==> config.mk <==
export PLATFORM = sky130hd
export DESIGN_NAME = histogram_reader
export DESIGN_NICKNAME = d
export VERILOG_FILES = /design/src/rtl/histogram_reader.sv
export SDC_FILE = /design/constraint.sdc
export NUM_CORES = 1
export LEC_CHECK = 0
export BUFFER_PORTS_ARGS = -buffer_cell sky130_fd_sc_hd__buf_4
export CORE_MARGIN = 2
export CORE_UTILIZATION = 58
export DETAILED_ROUTE_END_ITERATION = 8
export PLACE_DENSITY = 0.81
export SLEW_MARGIN = 20
export SYNTH_ARGS = -nofsm -noshare
export SYNTH_HDL_FRONTEND = slang
export SYNTH_SLANG_ARGS = --single-unit
export TNS_END_PERCENT = 20
==> constraint.sdc <==
create_clock -name CLK -period 3.95 [get_ports CLK]
set_clock_uncertainty 0.1 [all_clocks]
set_input_delay 0.79 -clock CLK [delete_from_list [all_inputs] [get_ports CLK]]
set_output_delay 0.79 -clock CLK [all_outputs]
set_load 0.05 [all_outputs]
==> src/rtl/histogram_reader.sv <==
// histogram_reader: walks every bin of a histogram RAM, streams (bin, count) beats
// and keeps a running total and peak.  Define HIST_READ_CLEAR_EN for clear-on-read.
module histogram_reader #(
    parameter int ADDR_W = 7,
    parameter int DATA_W = 7
) (
    input  logic                     CLK,
    input  logic                     RST_N,
    input  logic                     START,
    output logic                     BUSY,
    output logic                     DONE,
    output logic [ADDR_W-1:0]        mem_adr,
    output logic                     mem_wren,
    output logic [DATA_W-1:0]        mem_wdata,
    input  logic [DATA_W-1:0]        mem_q,
    output logic                     out_valid,
    input  logic                     out_ready,
    output logic [ADDR_W-1:0]        out_bin,
    output logic [DATA_W-1:0]        out_count,
    output logic                     out_last,
    output logic [DATA_W+ADDR_W-1:0] total,
    output logic [ADDR_W-1:0]        max_bin,
    output logic [DATA_W-1:0]        max_count
);

    localparam logic [ADDR_W-1:0] LAST_BIN = '1;

    typedef enum logic [2:0] {
        IDLE     = 3'd0,
        RD_ISSUE = 3'd1,
        RD_WAIT  = 3'd2,
        RD_CAPT  = 3'd3,
`ifdef HIST_READ_CLEAR_EN
        CLR      = 3'd4,
`endif
        PRESENT  = 3'd5,
        FIN      = 3'd6
    } state_t;

    state_t            state;
    state_t            next_state;
    logic [ADDR_W-1:0] k;

    always_ff @(posedge CLK or negedge RST_N) begin
        if (!RST_N) begin
            state <= IDLE;
        end else begin
            state <= next_state;
        end
    end

    always_comb begin
        next_state = state;
        case (state)
            IDLE: begin
                if (START) begin
                    next_state = RD_ISSUE;
                end
            end
            RD_ISSUE: next_state = RD_WAIT;
            RD_WAIT:  next_state = RD_CAPT;
`ifdef HIST_READ_CLEAR_EN
            RD_CAPT:  next_state = CLR;
            CLR:      next_state = PRESENT;
`else
            RD_CAPT:  next_state = PRESENT;
`endif
            PRESENT: begin
                if (out_ready) begin
                    next_state = (k == LAST_BIN) ? FIN : RD_ISSUE;
                end
            end
            FIN:      next_state = IDLE;
            default:  next_state = IDLE;
        endcase
    end

    assign BUSY      = (state != IDLE);
    assign DONE      = (state == FIN);
    assign out_valid = (state == PRESENT);
    assign mem_wdata = '0;

`ifdef HIST_READ_CLEAR_EN
    // Write strobe covers exactly the CLR cycle, with mem_adr still holding k.
    always_ff @(posedge CLK or negedge RST_N) begin
        if (!RST_N) begin
            mem_wren <= 1'b0;
        end else begin
            mem_wren <= (state == RD_CAPT);
        end
    end
`else
    assign mem_wren = 1'b0;
`endif

    // The RAM address advances only on a completed handshake, so it is stable for the whole bin.
    always_ff @(posedge CLK or negedge RST_N) begin
        if (!RST_N) begin
            k         <= '0;
            mem_adr   <= '0;
            out_bin   <= '0;
            out_count <= '0;
            out_last  <= 1'b0;
            total     <= '0;
            max_bin   <= '0;
            max_count <= '0;
        end else begin
            case (state)
                IDLE: begin
                    mem_adr <= '0;
                    if (START) begin
                        k         <= '0;
                        total     <= '0;
                        max_bin   <= '0;
                        max_count <= '0;
                    end
                end
                RD_CAPT: begin
                    out_bin   <= k;
                    out_count <= mem_q;
                    out_last  <= (k == LAST_BIN);
                    total     <= total + {{ADDR_W{1'b0}}, mem_q};
                    // Strict compare keeps the lowest bin on ties.
                    if (mem_q > max_count) begin
                        max_count <= mem_q;
                        max_bin   <= k;
                    end
                end
                PRESENT: begin
                    if (out_ready && (k != LAST_BIN)) begin
                        k       <= k + 1'b1;
                        mem_adr <= k + 1'b1;
                    end
                end
                FIN: begin
                    mem_adr <= '0;
                end
                default: begin
                end
            endcase
        end
    end

endmodule

== Word-level counts from Yosys, hierarchy flattened ==
Index checks and enable logic that the tools add are counted.

* Register bits: 60
* Input bits: 11
* Output and inout port bits: 61
* Word-level logic and storage cells: 49

* $add $sub $neg: 2
* Order comparisons: 1
* Eq/ne operators: 11
* Mux-type cells: 14
* Reductions and logical operators: 12

{| class="wikitable"
|+ Operators by type and width
! cell !! count
|-
| 7-bit case mux with 2 select lines || 4
|-
| 7-bit two-way mux || 4
|-
| 14-bit case mux with 2 select lines || 1
|-
| 3-bit case mux with 5 select lines || 1
|-
| 14-bit by 7-bit adder with 14-bit output || 1
|-
| 14-bit two-way mux || 1
|-
| 3-bit two-way mux || 3
|-
| 7-bit by 1-bit adder with 7-bit output (second input constant) || 1
|-
| 7-bit == test (second input constant) || 1
|-
| 7-bit > comparator || 1
|-
| 7-bit != test (second input constant) || 1
|-
| 3-bit by 2-bit == test with 1-bit output (second input constant) || 2
|-
| 3-bit == test (second input constant) || 2
|-
| 2-bit AND reduction || 3
|-
| 3-bit AND reduction || 2
|-
| 2-bit nonzero test || 3
|-
| 2-bit by 1-bit != test with 1-bit output (second input constant) || 2
|-
| 2-bit != test (second input constant) || 2
|-
| 3-bit by 1-bit == test with 1-bit output (second input constant) || 1
|-
| 3-bit zero test || 1
|-
| 3-bit nonzero test || 1
|-
| 2-bit OR reduction || 1
|-
| 1-bit logical AND || 1
|}

== Logic depth before layout (Yosys ltp) ==
* Word-level depth: 4
* Mapped depth: 8
* Gate-level depth less buffers: 8

== Worst setup path before layout ==
Ideal clock, no wire load.

* Kind: input-to-reg
* From: in mem_q[0]
* To: reg total[12]
* Library setup time: 0.085 ns
* Data arrival time: 2.132 ns
* Required time: 3.765 ns
* Setup slack: 1.634 ns
* Cell stages on the path: 8
* Buffers on the path: 0
* Path through: ha_1 -> inv_1 -> fa_1 -> nor2b_1 -> o31a_1 -> o21bai_1 -> a21oi_1 -> mux2i_1

* Word-level cells in the longest chain between the ends: 2

{| class="wikitable"
|+ Ends and longest elaborated chain
! element !! RTL line !! source
|-
| start: declaration || 15 || <nowiki>input logic [DATA_W-1:0] mem_q,</nowiki>
|-
| 14-bit by 7-bit adder with 14-bit output || 122 || <nowiki>total <= total + {{ADDR_W{1'b0}}, mem_q};</nowiki>
|-
| 14-bit case mux with 2 select lines || 108 || <nowiki>case (state)</nowiki>
|-
| end signal: assignment || 122 ||
|-
| end: declaration || 21 || <nowiki>output logic [DATA_W+ADDR_W-1:0] total,</nowiki>
|}

Every way passes these cells.
A chain may end at the register's enable or synchronous reset.

== Final worst setup path ==
* From: in mem_q[1]
* To: reg max_count[5]

* Word-level cells in the longest chain between the ends: 3

{| class="wikitable"
|+ Ends and longest elaborated chain
! element !! RTL line !! source
|-
| 7-bit > comparator || 124 || <nowiki>if (mem_q > max_count) begin</nowiki>
|-
| 2-bit != test (no source line) || - ||
|-
| 3-bit AND reduction (no source line) || - ||
|-
| end signal: assignment || 125 || <nowiki>max_count <= mem_q;</nowiki>
|-
| end: declaration || 23 || <nowiki>output logic [DATA_W-1:0] max_count</nowiki>
|}

Every way passes these cells.

==> out/qor.txt <==
Status: complete, no violations
Maximum vdd ir drop: 0.447 mV
Post-synth top area share: 0.488
Placed instance area: 0.00355 mm2
Antenna viol nets, final: 0
Crit Path Class: input pin to flop
Async S/R FF share, synth: 1.00
Die X: 76.9 um
Final hold vios: 0
Global-route usage over all layers: 0.239
Post-route cell area: 0.00374 mm2
Final setup violation count: 0
Post-synth top cells: 76 x nand2_1, 60 x dfrtp_1, 21 x mux2i_1, 15 x ha_1, 14 x inv_1
Ant diodes: 0
Syn Inst Count: 313
Synth top area cells: dfrtp_1 49%, nand2_1 9.3%, mux2i_1 6.8%
Critical path peak fanout: 14
RSZ-0062 raised after global routing: false
Clk root buf: clkbuf_8
Crit-path max cell delay: 0.74 ns
Crit-path slowest cell: o21ai_2
Post-synth design cell area: 0.00308 mm2
Worst hold path class: flop to flop
Dpl hpwl: 4730 um
Via density: 5.42
Clock Latency Late Sink: 0.34 ns
Row count: 26
Final core occ: 0.732
Starting density of the core: 0.603
Critical path arrival: 2.64 ns
IO Pins: 72
Initial DRT Pass Iterations: 4
Buffer count from post-CTS setup fixing: 0
Final TNS setup: 0 ns
Final #Nets: 402
# hold bufs at CTS: 0
Count leader, synth: nand2_1
Leading area contributor after synthesis: dfrtp_1
Post-synth cell types: 44
TritonCTS sink count: 60
Die Ht: 76.9 um
WL per Instance: 14.6 um
Syn avg cell area: 9.84 um2
# fillers: 425
Post-Place Cells: 434
CP endpoint kind: flop
Area Growth Syn to Fin: 21.5%
Post-synth EDFFs: 0
PostCTS Resize Cnt: 0
Core Area: 0.00511 mm2
Max-slew violations: 0
Critical Path RT: 4.10 ns
Tmin final: 2.48 ns
Seq/Total Area, Yosys: 0.488
PortBufs: 63
Yosys warns: 0
Max Clock Freq: 0.402 GHz
First-pass GRT wire length: 11000 um
Worst-margin pin slew: 0.951 ns
Cell Chain, Critical Path: buf_4 -> ha_1 -> nor2b_1 -> o211ai_1 -> a21oi_1 -> o21ai_2 -> mux2i_1
Vias in the first global route: 2339
Layout Cells excl Fill: 448
Power Total: 2.71 mW
DIE AREA: 0.00591 mm2
Maximum number of pins on one net before global-route repair: 61
Via count: 2427
Yosys reg bits: 60
MaxCap Viol Count: 0
Maximum level of the CTS H-tree: 3
Rel. slew slack: 0.366
RePlAce Congestion: 0.883
Bufs on Longest Clock Path: 2
CTS tree: done
DR iter-0 viols: 132
Residual DRC: 0
CTS buffer count: 9
Total grt overflow: 0
Share of cells above drive strength 1: 0.225
Initial antenna violation count: 0
Crit path launch type: input pin
Leak Pwr: 2.01 nW
Power per cell area: 723 mW/mm2
Prevailing post-synth register cell: dfrtp_1
Clk slew on worst S/H paths: 0.06 ns
Tcrit/Tclk final: 0.629
Total wire length: 6550 um
## worst max-delay path: cells and delay by family
kind | cells | cell delay [ns]
compound gates | 3 | 1.00
mux | 1 | 0.29
fa+ha+maj | 1 | 0.30
buf+inv | 1 | 0.13
simple gates | 1 | 0.13
## layout make-up
| type | instances | area, um2 | area share |
|---|---|---|---|
| Timing Repair Buffer | 65 | 488 | 0.130 |
| Sequential cell | 60 | 1500 | 0.401 |
| Inverter | 14 | 52.6 | 0.0141 |
| Multi-Input combinational cell | 225 | 1420 | 0.380 |
| Clock inverter | 2 | 35.0 | 0.00937 |
| Tap cell | 70 | 87.6 | 0.0234 |
| Clock buffer | 12 | 155 | 0.0415 |
## worst paths after layout
check	from	to	slack (ns)	cells after the start
setup / recovery	mem_q[1]	max_count[5]	1.47	7
hold / removal	out_count[2]	out_count[2]	0.37	2
setup reg to reg	max_count[1]	max_count[5]	1.63	7
hold reg to reg	out_count[2]	out_count[2]	0.37	2
max in group asynchronous	RST_N	total[1]	2.83	1
min in group asynchronous	RST_N	out_count[2]	0.41	1
## kinds of logic (layout without fill, tap and decap cells)
logic type,Yosys count,after routing,synth area share
flops,60,60,0.488
simple gates,117,117,0.175
buf+inv,35,93,0.0597
other cells,1,8,0.00122
xor+xnor,6,6,0.0171
mux,21,21,0.0683
compound gates,57,57,0.124
fa+ha+maj,16,16,0.0675
## layer usage
metal  track usage  part of all wire  up-vias
met4         0.124             0.020        0
met2         0.381              0.49       68
met3        0.0506             0.041       12
met1         0.308              0.45     1164
met5             0                 0        -
li1              -                 -     1183
## power by group
part	switching [mW]	internal, mW
clock	0.225	0.318
combinational	0.892	0.399
sequential	0.125	0.746
total	1.24	1.46
## registers in the layout, summed over array words and instances, names as in the netlist
register	flops
k	7
total	14
mem_adr	7
state	3
out_bin	7
out_count	7
max_count	7
out_last	1
max_bin	7
## through the flow
step / hold slack (ns) / setup WS, ns
finish: 0.373 / 1.47
global route: 0.413 / 1.32
CTS: 0.381 / 1.45
detailed placement: 0.365 / 1.10
global placement: 0.361 / 1.21
floorplan: 0.394 / 1.63
## placed cells by master (no fill, tap or decap), drive strengths merged, types with 9 or more instances in the layout
cell type,n
a21oi,11
buf,65
clkbuf,12
dfrtp,60
ha,15
inv,14
mux2i,21
nand2,76
nand3,13
nor2,9
o21ai,14
No activity file was read; power rests on OpenSTA's default activity.
